## src/rtl/unidade_controle_genius_param.sv

```systemverilog
// rtl/unidade_controle_genius_param.sv - Genius game control unit: FSM with address, round, show and timeout counters
module unidade_controle_genius_param #(
    parameter int ROUNDS         = 16,
    parameter int AW             = 4,
    parameter int TIMEOUT_CYCLES = 5000,
    parameter int SHOW_CYCLES    = 1000,
    parameter int LIVES          = 3,
    parameter int LW             = 2
) (
    input  logic          clock,
    input  logic          reset,
    input  logic          iniciar,
    input  logic          jogada,
    input  logic          jogada_correta,
    input  logic          modo,
    input  logic [1:0]    nivel,
    output logic [AW-1:0] endereco,
    output logic [AW-1:0] rodada,
    output logic          registraR,
    output logic          gravaRAM,
    output logic          exibe,
    output logic [LW-1:0] vidas,
    output logic          pronto,
    output logic          acertou,
    output logic          errou,
    output logic [3:0]    db_estado
);

    localparam int TW = $clog2(TIMEOUT_CYCLES + 1);
    localparam int SW = $clog2(SHOW_CYCLES);

    localparam logic [TW-1:0] TIMEOUT_BASE = TW'(TIMEOUT_CYCLES);
    localparam logic [SW-1:0] SHOW_LAST    = SW'(SHOW_CYCLES - 1);
    localparam logic [AW-1:0] LAST_ROUND   = AW'(ROUNDS - 1);
    localparam logic [LW-1:0] LIVES_INIT   = LW'(LIVES);

    typedef enum logic [3:0] {
        INICIAL       = 4'h0,
        ESPERA        = 4'h1,
        INICIO_RODADA = 4'h2,
        PREPARACAO    = 4'h3,
        REGISTRA      = 4'h4,
        COMPARA       = 4'h5,
        PROX_JOGADA   = 4'h6,
        CONFIG        = 4'h7,
        PROX_RODADA   = 4'h8,
        ESPERA_GRAVA  = 4'h9,
        MOSTRA        = 4'hA,
        TOUT          = 4'hB,
        GRAVA         = 4'hC,
        VITORIA       = 4'hD,
        DERROTA       = 4'hE,
        PERDE_VIDA    = 4'hF
    } state_t;

    state_t state;
    state_t nextState;

    logic [AW-1:0] addrCount;
    logic [SW-1:0] showTimer;
    logic [TW-1:0] waitTimer;
    logic          modoReg;
    logic [1:0]    nivelReg;

    logic [TW-1:0] timeoutLimit;
    logic [TW-1:0] timeoutLast;
    logic          timedOut;
    logic          showLast;
    logic          elementLast;

    // Higher difficulty halves the player window per level; a zero window degenerates to one cycle.
    assign timeoutLimit = TIMEOUT_BASE >> nivelReg;
    assign timeoutLast  = (timeoutLimit == '0) ? '0 : timeoutLimit - TW'(1);
    assign timedOut     = (waitTimer == timeoutLast);
    assign showLast     = (showTimer == SHOW_LAST);
    assign elementLast  = (addrCount == rodada);

    always_ff @(posedge clock or negedge reset) begin
        if (!reset) begin
            state <= INICIAL;
        end else begin
            state <= nextState;
        end
    end

    always_comb begin
        nextState = state;
        case (state)
            INICIAL:       if (iniciar) nextState = PREPARACAO;
            PREPARACAO:    nextState = CONFIG;
            CONFIG:        nextState = INICIO_RODADA;
            INICIO_RODADA: nextState = MOSTRA;
            MOSTRA:        if (showLast && elementLast) nextState = ESPERA;
            ESPERA: begin
                if (timedOut) begin
                    nextState = TOUT;
                end else if (jogada) begin
                    nextState = REGISTRA;
                end
            end
            REGISTRA:      nextState = COMPARA;
            COMPARA: begin
                if (!jogada_correta) begin
                    nextState = PERDE_VIDA;
                end else if (addrCount < rodada) begin
                    nextState = PROX_JOGADA;
                end else if (rodada == LAST_ROUND) begin
                    nextState = VITORIA;
                end else begin
                    nextState = PROX_RODADA;
                end
            end
            PROX_JOGADA:   nextState = ESPERA;
            PROX_RODADA:   nextState = modoReg ? ESPERA_GRAVA : INICIO_RODADA;
            ESPERA_GRAVA: begin
                if (timedOut) begin
                    nextState = TOUT;
                end else if (jogada) begin
                    nextState = GRAVA;
                end
            end
            GRAVA:         nextState = INICIO_RODADA;
            PERDE_VIDA:    nextState = (vidas <= LW'(1)) ? DERROTA : INICIO_RODADA;
            VITORIA,
            DERROTA,
            TOUT:          if (iniciar) nextState = PREPARACAO;
            default:       nextState = INICIAL;
        endcase
    end

    always_ff @(posedge clock or negedge reset) begin
        if (!reset) begin
            addrCount <= '0;
            rodada    <= '0;
            vidas     <= '0;
            showTimer <= '0;
            waitTimer <= '0;
            modoReg   <= 1'b0;
            nivelReg  <= 2'd0;
        end else begin
            case (state)
                PREPARACAO: begin
                    addrCount <= '0;
                    rodada    <= '0;
                    showTimer <= '0;
                    waitTimer <= '0;
                    vidas     <= LIVES_INIT;
                end
                CONFIG: begin
                    modoReg  <= modo;
                    nivelReg <= nivel;
                end
                INICIO_RODADA: begin
                    addrCount <= '0;
                    showTimer <= '0;
                    waitTimer <= '0;
                end
                MOSTRA: begin
                    if (showLast) begin
                        showTimer <= '0;
                        waitTimer <= '0;
                        addrCount <= elementLast ? '0 : addrCount + AW'(1);
                    end else begin
                        showTimer <= showTimer + SW'(1);
                    end
                end
                ESPERA,
                ESPERA_GRAVA: begin
                    if (!timedOut) begin
                        waitTimer <= waitTimer + TW'(1);
                    end
                end
                PROX_JOGADA: begin
                    addrCount <= addrCount + AW'(1);
                    waitTimer <= '0;
                end
                PROX_RODADA: begin
                    rodada    <= rodada + AW'(1);
                    waitTimer <= '0;
                end
                PERDE_VIDA: begin
                    if (vidas != '0) begin
                        vidas <= vidas - LW'(1);
                    end
                end
                default: begin
                end
            endcase
        end
    end

    // While waiting for / writing the new element, the RAM is addressed by the round index.
    assign endereco  = (state == ESPERA_GRAVA || state == GRAVA) ? rodada : addrCount;
    assign registraR = (state == REGISTRA);
    assign gravaRAM  = (state == GRAVA);
    assign exibe     = (state == MOSTRA);
    assign pronto    = (state == VITORIA) || (state == DERROTA) || (state == TOUT);
    assign acertou   = (state == VITORIA);
    assign errou     = (state == DERROTA) || (state == TOUT);
    assign db_estado = state;

endmodule
```

## config.mk

```make
export PLATFORM = sky130hd
export DESIGN_NAME = unidade_controle_genius_param
export DESIGN_NICKNAME = d
export VERILOG_FILES = /design/src/rtl/unidade_controle_genius_param.sv
export SDC_FILE = /design/constraint.sdc
export NUM_CORES = 1
export LEC_CHECK = 0
export ABC_AREA = 1
export CAP_MARGIN = 20
export CORE_ASPECT_RATIO = 1.5
export CORE_UTILIZATION = 40
export CTS_CLUSTER_SIZE = 14
export DETAILED_ROUTE_END_ITERATION = 6
export HOLD_SLACK_MARGIN = 0.02
export SYNTH_ARGS = -nofsm -noshare
export SYNTH_HDL_FRONTEND = slang
export SYNTH_SLANG_ARGS = --single-unit
```

## constraint.sdc

```tcl
create_clock -name clock -period 5.6 [get_ports clock]
set_clock_uncertainty 0.1 [all_clocks]
set_input_delay 0.56 -clock clock [delete_from_list [all_inputs] [get_ports clock]]
set_output_delay 0.56 -clock clock [all_outputs]
set_load 0.1 [all_outputs]
```

Word-level counts from Yosys, hierarchy flattened --
Cells that the tools add are included.
Word-level totals: memories 0, output and inout bits 20, register bits 40, bits in latches 0, bits in read-only memories 0, logic and storage cells 90, memory bits (writable) 0
Operators by class: reduce and logical (&&, ||, !) cells 22, muxes and demuxes 25, eq/ne operators 26, magnitude comparators 2, $mul 0, shifts and indexed selects 1, bitwise logic cells 0, div/mod/pow operators 0, add/subtract/negate cells 6
Operators with widths (count):
- $mux W4 | 13
- $pmux W4 S12 | 1
- $mux W13 | 3
- $pmux W13 S3 | 1
- $eq A4 B4 Y1 const B | 9
- $pmux W10 S2 | 1
- $eq A4 B3 Y1 const B | 4
- $add A13 B1 Y13 const B | 1
- $eq A13 B13 Y1 | 1
- $logic_not A13 Y1 | 1
- $shr A13 B2 Y13 const A | 1
- $sub A13 B1 Y13 const B | 1
- $pmux W4 S3 | 1
- $add A10 B1 Y10 const B | 1
- $eq A10 B10 Y1 const B | 1
- $mux W10 | 1
- $add A4 B1 Y4 const B | 2
- $eq A4 B2 Y1 const B | 2
- $pmux W4 S2 | 1
- $reduce_bool A2 Y1 | 4
- $reduce_or A4 Y1 | 2
- $ne A2 B1 Y1 const B | 3
- $ne A3 B3 Y1 const B | 2
- $reduce_bool A3 Y1 | 2
- other kinds (16) | 23

Depth between registers and ports, before layout --
Gate-level depths: netlist of run 1.
depth after elaboration 6, mapped depth 14, gate-level depth less buffers 14

Worst setup path after synthesis of run 1 --
No wires, ideal clock.
kind register to output, start reg state[0] (netlist: db_estado[0]), end out endereco[0], stages on the path, launching flop included 7, buffers on the path 0, slack 0.839 ns, arrival time 4.101 ns, path through dfrtp_1 > inv_1 > nand2_1 > nor2_1 > inv_1 > nand2_1 > o21ai_0
Between the ends: cells in the longest elaborated chain, start to end 3, elaborated cells on any way between the ends 4, those cells by class 2 x eq/ne; 1 x mux; 1 x reduce/logical
Ends and longest elaborated chain:
- start, declared | RTL line 56 | state_t state;
- start signal, assigned | RTL line 82 | state <= nextState;
- $eq A4 B4 Y1
- net gravaRAM | RTL line 20 | output logic gravaRAM,
- $logic_or A1 B1 Y1 | RTL line 193 | assign endereco = (state == ESPERA_GRAVA || state == GRAVA) ? rodada : addrCount;
- $mux W4 | RTL line 193
- end, declared | RTL line 17 | output logic [AW-1:0] endereco,
The timed path passes the listed nets, and every way through them passes these cells.

Worst setup path in the final report of run 1 --
start reg state[1] (netlist: db_estado[1]), end out endereco[2]
Between the ends: cells in the longest elaborated chain, start to end 3, elaborated cells on any way between the ends 4, those cells by class 2 x eq/ne; 1 x mux; 1 x reduce/logical
Ends and longest elaborated chain (RTL line):
- $eq A4 B4 Y1 | 193
- $logic_or A1 B1 Y1 (*) | 193
- $mux W4 (*) | 193
Every way passes the cells marked *; elsewhere a longest branch is shown, timed or not.

==> run summary, run 1 <==
Initial Utilization: 41.2%
Place WS: 2.48 ns
DIE WIDTH: 72.2 um
YS warnings: 0
Vias in the first global route: 2821
Max Root-Sink Buffers: 2
Crit path launch: db_estado[1]
CTS Hold Bufs: 0
Core ar.: 7180 um^2
First-pass GRT wire length: 12600 um
Post-synth cell types: 36
Largest stage delay, worst path: 1.17 ns
Crit-path slowest cell: clkdlybuf4s50_1
Peak VDD IR: 0.288 mV
Average routed wire per standard cell: 13.8 um
Fmax: 289 MHz
H-tree levels: 2
CP Class: reg -> out
Ant diodes: 0
I/O pin total: 28
Core Rows: 38
GRT Total Usage: 21.3%
Congestion Overflow GR: 0
Number of max-cap violations: 0
Largest net degree at the start of global routing: 41
Placed wire-length estimate: 6080 um
List of most frequent post-synthesis cells: nand2_1 (88), inv_1 (58), nor2_1 (54)
Setup Buffers After CTS: 0
Avg Cell Area, Syn: 7.03 um^2
Leakage dissipation: 1.62 nW
CP Launch Type: flip-flop
CP arrival: 2.80 ns
Final period util: 61.8%
Die area: 7750 um^2
CTS tree: done
CTS Buf Count: 5
Ranking of synthesized cells by area: dfrtp_1 (34%), nand2_1 (11%), inv_1 (7.4%)
Post-synth EDFFs: 0
Slew at the pin with the worst max-slew slack: 1.04 ns
Slew Limit Fails: 0
Relative slew slack: 30.4%
Setup violators final: 0
CTS resizes: 0
Cells after DPL: 547
Placer congestion estimate: 0.934
Mapped Cells: 421
Layout area overhead: 16.9%
Async set-reset flop share out of synthesis: 100%
CP dominant cell by count: nand2_1
Status: finished, final reports clean
Mapped Area: 2960 um^2
CTS Root Cell: clkbuf_8
RSZ-0062 raised after global routing: false
Clock Latency Late Sink: 0.30 ns
Post-synth net total: 446
Antenna viol nets, final: 0
Final Hold Viols: 0
Crit end category: output pin
# fillers: 734
Yosys top cell area share: 33.8%
1st-pass router iterations: 4
Most frequent cell after synthesis: nand2_1
R2r startpoint: nivelReg[1]
Critical Path RT: 4.94 ns
Drt total wl: 7680 um
Finished Layout Cells: 555
Fin crit period: 3.46 ns
Share of layout cells above drive strength 1: 11.4%
DR vias/cell: 5.03
Clock sink count: 40
Pwr Density: 496 nW/um^2
Ys flop type: dfrtp_1
Die H: 107 um
Initial antenna violation count: 0
Post-layout net count: 479
Clk slew on worst S/H paths: 0.09 ns
Final Worst Setup Slack: 2.14 ns
Crit Path Max Fanout: 8
Routed via count: 2793
Port buffer count: 27
HP Class: in -> async
Seq/Total Area, Yosys: 33.8%
Setup TNS: 0 ns
Drt drc: 0
Seq cells post-synth: 40
Initial DRC count: 133
Critical-path cell list: inv_2, nand2_1, nor2_1, inv_1, nand2_1, nand2_1, o21ai_0, clkdlybuf4s50_1
Cell taking the most area after synthesis: dfrtp_1
where the power goes:
part	switching, mW	internal [mW]	total (mW)
combinational	0.771	0.279	1.05
sequential	0.0673	0.341	0.408
clock	0.113	0.146	0.259
logic make-up after synthesis:
kind of cell,count (synthesis),synth area share [%]
compound gates,66,13.0
xor+xnor,12,3.55
fa+ha+maj,17,7.19
buf+inv,72,9.47
flops,40,33.8
mux,1,0.381
simple gates,213,32.6
final timing paths:
check / endpoint / slack (ns) / cells past startpoint
worst max-delay path: endereco[2] / 2.14 / 8
worst min-delay path: waitTimer[10] / 0.31 / 1
worst max register to register: waitTimer[10] / 3.22 / 10
worst min register to register: waitTimer[10] / 0.42 / 2
max in group asynchronous: showTimer[9] / 4.49 / 1
min in group clock: waitTimer[10] / 0.42 / 2
metrics by stage:
stage	power (mW)	hold WS, ns	instance area [um^2]	utilization, %
finish	1.72	0.306	3460	48.2
global route	1.85	0.386	3460	48.2
CTS	1.73	0.353	3460	48.2
detailed placement	1.47	0.409	3340	46.5
global placement	1.46	0.404	3340	46.5
floorplan	1.23	0.164	2960	-
cell type report:
class	instances	area (um^2)	area share (%)
Inverter	71	269	7.78
Clock inverter	2	38.8	1.12
Timing Repair Buffer	27	265	7.67
Clock buffer	6	82.6	2.39
Multi-Input combinational cell	309	1680	48.5
Sequential cell	40	1000	28.9
Tap cell	100	125	3.62
sequential cells by signal, indices dropped and copies added (netlist names):
name and count:
vidas 2, rodada 4, nivelReg 2, addrCount 4, waitTimer 13, db_estado 4
modoReg 1, showTimer 10
worst max-delay path, delay by kind of cell, from the launching register on:
family | cells | cell delay [ns]
buffers and inverters | 3 | 1.32
AO/OA/AOI/OAI | 1 | 0.10
AND/OR/NAND/NOR | 4 | 0.63
flip-flops | 1 | 0.45
cells in the final DEF, fill, tap and decap left out, drive strengths merged, types with 2 or more instances in the layout:
cell and n:
clkdlybuf4s50 26, nand3 33, o32ai 3, o31ai 2, nor2 60, xnor2 3
dfrtp 40, nand2 101, o21ai 43, nor3 5, a21oi 11, xor2 9
clkbuf 6, or2 3, nor4 3, inv 71, nand4 7, ha 17
o22ai 3
per-layer routing:
layer	vias up	global-route usage (%)	routed length (um)
li1	1428	-	-
met1	1286	20.5	2900
met2	55	41.5	4180
met3	24	2.90	202
met4	0	12.5	399
met5	-	0	0
(Power assumes the default switching activity.)
==> inputs of run 2 (changes only) <==
Clock period 5.6 ns to 3.6 ns, I/O delays scaled along.
==> run summary, run 2 (synthesis results as in run 1) <==
1st-pass router iterations: 4
Antenna viol nets, final: 0
Crit end category: output pin
Critical path buffer and inverter count: 3
DR vias/cell: 5.00
CTS Root Cell: clkbuf_8
Final period util: 68.3%
Setup Buffers After CTS: 0
Commonest non-fill, non-tap cell in the layout: nand2_1
RSZ-0062 raised after global routing: false
Layout area overhead: 14.4%
I/O pin total: 28
Pwr Total: 2.52 mW
Clock sink count: 40
Final Hold Viols: 0
Placer congestion estimate: 0.911
Peak VDD IR: 0.394 mV
Leakage dissipation: 1.61 nW
Congestion Overflow GR: 0
Vias in the first global route: 2694
H-tree levels: 2
Largest delay share family, worst path: simple AND/OR/NAND/NOR gates
Port buffer count: 27
CP Launch Type: flip-flop
Ant diodes: 0
WHS: 0.105 ns
CP Class: reg -> out
Drt drc: 0
Fin crit period: 2.46 ns
Die area: 7750 um^2
Largest stage delay, worst path: 0.43 ns
Max Root-Sink Buffers: 2
HP Class: in -> async
Die H: 107 um
Biggest regs: waitTimer: 13 flops, showTimer: 10 flops
Clk pwr share: 11.3%
GRT Total Usage: 21.5%
Biggest register: waitTimer
Pint: 1.08 mW
Initial DRC count: 105
CTS resizes: 0
CTS tree: done
Setup TNS: 0 ns
Pwr Density: 744 nW/um^2
Finished Layout Cells: 552
Average routed wire per standard cell: 13.8 um
Initial antenna violation count: 0
Sequential Power Share: 25.4%
Initial Utilization: 41.2%
Critical Path RT: 3.14 ns
Fmax: 407 MHz
Post-layout net count: 479
CTS Hold Bufs: 0
Slew Limit Fails: 0
Placed wire-length estimate: 6070 um
Core Rows: 38
Net Sw Frac: 56.9%
CTS Buf Count: 5
Max reg flops: 13
Clock Latency Late Sink: 0.31 ns
Number of max-cap violations: 0
Most frequent cells in the layout: nand2_1 (88), inv_1 (58), nor2_1 (53), dfrtp_1 (40), nand3_1 (32)
Relative slew slack: 34.8%
CP dominant cell by count: nand2_1
First-pass GRT wire length: 12600 um
Slew at the pin with the worst max-slew slack: 0.976 ns
Status: finished, final reports clean
Critical-path cell list: inv_1, nand2_1, nor2_2, inv_1, nand2_1, nand2_1, o21ai_1, buf_4
CP arrival: 2.00 ns
Largest net degree at the start of global routing: 41
Crit Path Max Fanout: 8
Clk slew on worst S/H paths: 0.08 ns
Combinational Power Share: 63.4%
Sw power: 1.43 mW
Cells after DPL: 547
Drt total wl: 7600 um
Crit-path slowest cell: dfrtp_1
Setup violators final: 0
Routed via count: 2762
DIE WIDTH: 72.2 um
Share of layout cells above drive strength 1: 13.3%
Core ar.: 7180 um^2
run 2: metrics by stage:
step                util (%)  area [um^2]  setup WS, ns
floorplan                  -         2960        -0.380
global placement        46.2         3320          1.33
detailed placement      46.2         3320          1.28
CTS                     47.1         3380          1.14
global route            47.1         3380         0.955
finish                  47.1         3380          1.14
run 2: worst paths after layout:
path,slack [ns],endpoint,depth (start not counted),start
max reg2reg,1.27,waitTimer[10],10,nivelReg[1]
min,0.10,waitTimer[11],1,reset
min in group clock,0.44,modoReg,1,modoReg
min reg2reg,0.44,modoReg,1,modoReg
max,1.14,endereco[0],8,db_estado[0]
max in group asynchronous,2.69,showTimer[5],1,reset
run 2: metal layers:
layer  up-vias  part of all wire, %  global-route usage, %  wire length [um]
met1      1296                   38                   22.1              2860
met4         0                  3.1                   9.24               234
met3        14                  2.4                   4.03               183
met2        34                   57                   41.1              4320
met5         -                    0                      0                 0
li1       1418                    -                      -                 -
run 2: layout make-up:
type,instances,area [um^2]
Fill cell,750,3790
Inverter,71,269
Clock buffer,5,68.8
Tap cell,100,125
Multi-Input combinational cell,309,1680
Sequential cell,40,1000
Timing Repair Buffer,27,240
run 2: power by group through the flow:
stage | logic [mW] | clock network (mW) | registers (mW)
after floorplan | 1.02 | 0 | 0.902
after global placement | 1.59 | 0 | 0.646
after detailed placement | 1.60 | 0 | 0.647
after CTS | 1.61 | 0.298 | 0.639
after global routing | 1.76 | 0.311 | 0.653
final | 1.60 | 0.284 | 0.639
==> inputs of run 3 (changes only) <==
Clock period 3.6 ns to 2 ns, I/O delays scaled along.
==> run summary, run 3 (synthesis results as in run 1) <==
Crit Path Max Fanout: 5
Clock Latency Late Sink: 0.30 ns
Reg2reg end: db_estado[1]
Vias in the first global route: 2972
Pwr Total: 6.06 mW
Core Rows: 38
Biggest regs: waitTimer: 13 flops, showTimer: 10 flops
Final period util: 104%
Initial DRC count: 136
FF-to-FF setup slack: -0.07 ns
CP Launch Type: flip-flop
Drt total wl: 8480 um
CTS tree: done
Ant diodes: 0
R2r startpoint: nivelReg[1]
Fin crit period: 2.07 ns
Congestion Overflow GR: 0
Fmax: 483 MHz
Layout area overhead: 45.0%
Share of layout cells above drive strength 1: 35.3%
Setup TNS: -0.219 ns
H-tree levels: 2
Pwr Density: 1410 nW/um^2
Routed via count: 2992
Status: complete, but fails checks
Failing checks: setup timing
DR vias/cell: 4.98
RSZ-0062 raised after global routing: true
Setup violators final: 11
Relative slew slack: 62.7%
Final Worst Setup Slack: -0.0701 ns
I/O pin total: 28
Clk slew on worst S/H paths: 0.09 ns
GRT Total Usage: 22.6%
Cells after DPL: 579
HP Class: in -> async
Clock sink count: 40
Commonest non-fill, non-tap cell in the layout: nand2_1
Place WS: -0.110 ns
Port buffer count: 27
Critical-path cell list: inv_4, ha_4, nor2_2, nand4_1, nand2_1, nand2_2, buf_6, nand4_1, nand3_2, o21ai_2, nand2_1
Largest net degree at the start of global routing: 22
Die area: 7750 um^2
Post-layout net count: 525
R2R depth: 11
Pint: 2.85 mW
CP Class: reg -> reg
Core ar.: 7180 um^2
Die H: 107 um
Clk pwr share: 9.2%
CP arrival: 2.16 ns
Biggest register: waitTimer
Register Area: 1020 um^2
Drt drc: 0
CTS Buf Count: 5
Placed wire-length estimate: 6450 um
Sw power: 3.22 mW
Crit path launch: nivelReg[1]
Antenna viol nets, final: 0
Most frequent cells in the layout: nand2_1 (74), inv_1 (53), buf_4 (47), nor2_1 (46), dfrtp_1 (31)
Multi-input gate area: 2040 um^2
Final Hold Viols: 0
Crit end category: flip-flop
Net Sw Frac: 53.0%
Combinational Power Share: 71.2%
Average routed wire per standard cell: 14.1 um
DIE WIDTH: 72.2 um
Sequential Power Share: 19.5%
Max reg flops: 13
Number of max-cap violations: 0
Slew at the pin with the worst max-slew slack: 0.560 ns
Crit-path slowest cell: dfrtp_2
Max Root-Sink Buffers: 2
Initial Utilization: 41.2%
Peak VDD IR: 0.803 mV
Slew Limit Fails: 0
1st-pass router iterations: 6
Critical Path RT: 2.09 ns
First-pass GRT wire length: 13600 um
Finished Layout Cells: 601
Placer congestion estimate: 0.926
Setup crit end: db_estado[1]
# fillers: 627
CTS Root Cell: clkbuf_8
Leakage dissipation: 1.99 nW
Initial antenna violation count: 0
Largest stage delay, worst path: 0.45 ns
## run 3: cell count changes in the layout (fill, tap and decap cells not counted), sizes merged
cell / previous run / this run
clkinv: 0 / 3
dlygate4sd3: 0 / 1
clkdlybuf4s50: 16 / 6
buf: 11 / 65
nand2: 101 / 102
## run 3: critical path: cells and delay by family, from the launching register on
kind / cells / cell delay (ns)
buffers and inverters: 2 / 0.24
AOI/OAI and AO/OA: 1 / 0.16
adders and majority gates: 1 / 0.22
and+or+nand+nor: 7 / 0.80
DFF: 1 / 0.45
## run 3: area by class of cell
cell class / instances / share of cell area [%]
tap: 100 / 2.92
inverter: 71 / 6.79
multi-input combinational: 310 / 47.6
clock inverter: 3 / 0.437
clock buffer: 5 / 1.60
sequential: 40 / 23.8
timing repair buffer: 72 / 16.9
## run 3: timing repair
item,4_1_cts,5_1_grt
pin swaps,8,26
hold buffers,1,0
gates cloned,0,1
buffers inserted,4,8
setup endpoints to repair,21,25
endpoints found under the hold margin,19,0
resized for setup,26,43
## run 3: stage by stage
stage          utilization (%)  hold WS [ns]  area, um^2
2_1_floorplan                -        -0.196        3100
3_3_place_gp              52.9         0.121        3800
3_5_place_dp              52.9         0.122        3800
4_1_cts                   56.1         0.325        4030
5_1_grt                   59.8         0.356        4290
6_report                  59.8         0.317        4290
## run 3: metal layers
metal  GRT usage, %  part of all wire, %  vias to the layer above
li1               -                    -                     1514
met1           23.5                   38                     1411
met2           43.3                   57                       55
met3           2.72                  2.0                       12
met4           11.1                  2.9                        0
met5              0                    0                        -
## run 3: how the worst min path moves through the flow
stage / cells past startpoint / to / from / slack (ns)
final: 2 / waitTimer[10] / reset / 0.32
after global routing: 2 / waitTimer[8] / reset / 0.36
after CTS: 2 / waitTimer[10] / reset / 0.33
after detailed placement: 1 / nivelReg[0] / reset / 0.12
after global placement: 1 / nivelReg[0] / reset / 0.12
after floorplan: 0 / addrCount[0] / reset / -0.20
## run 3: power groups by stage
stage / Clock [mW] / Sequential [mW] / Combinational, mW
2_1_floorplan: 0 / 1.67 / 1.93
3_3_place_gp: 0 / 1.17 / 3.48
3_5_place_dp: 0 / 1.17 / 3.52
4_1_cts: 0.585 / 1.16 / 3.79
5_1_grt: 0.599 / 1.21 / 4.66
6_report: 0.559 / 1.18 / 4.32
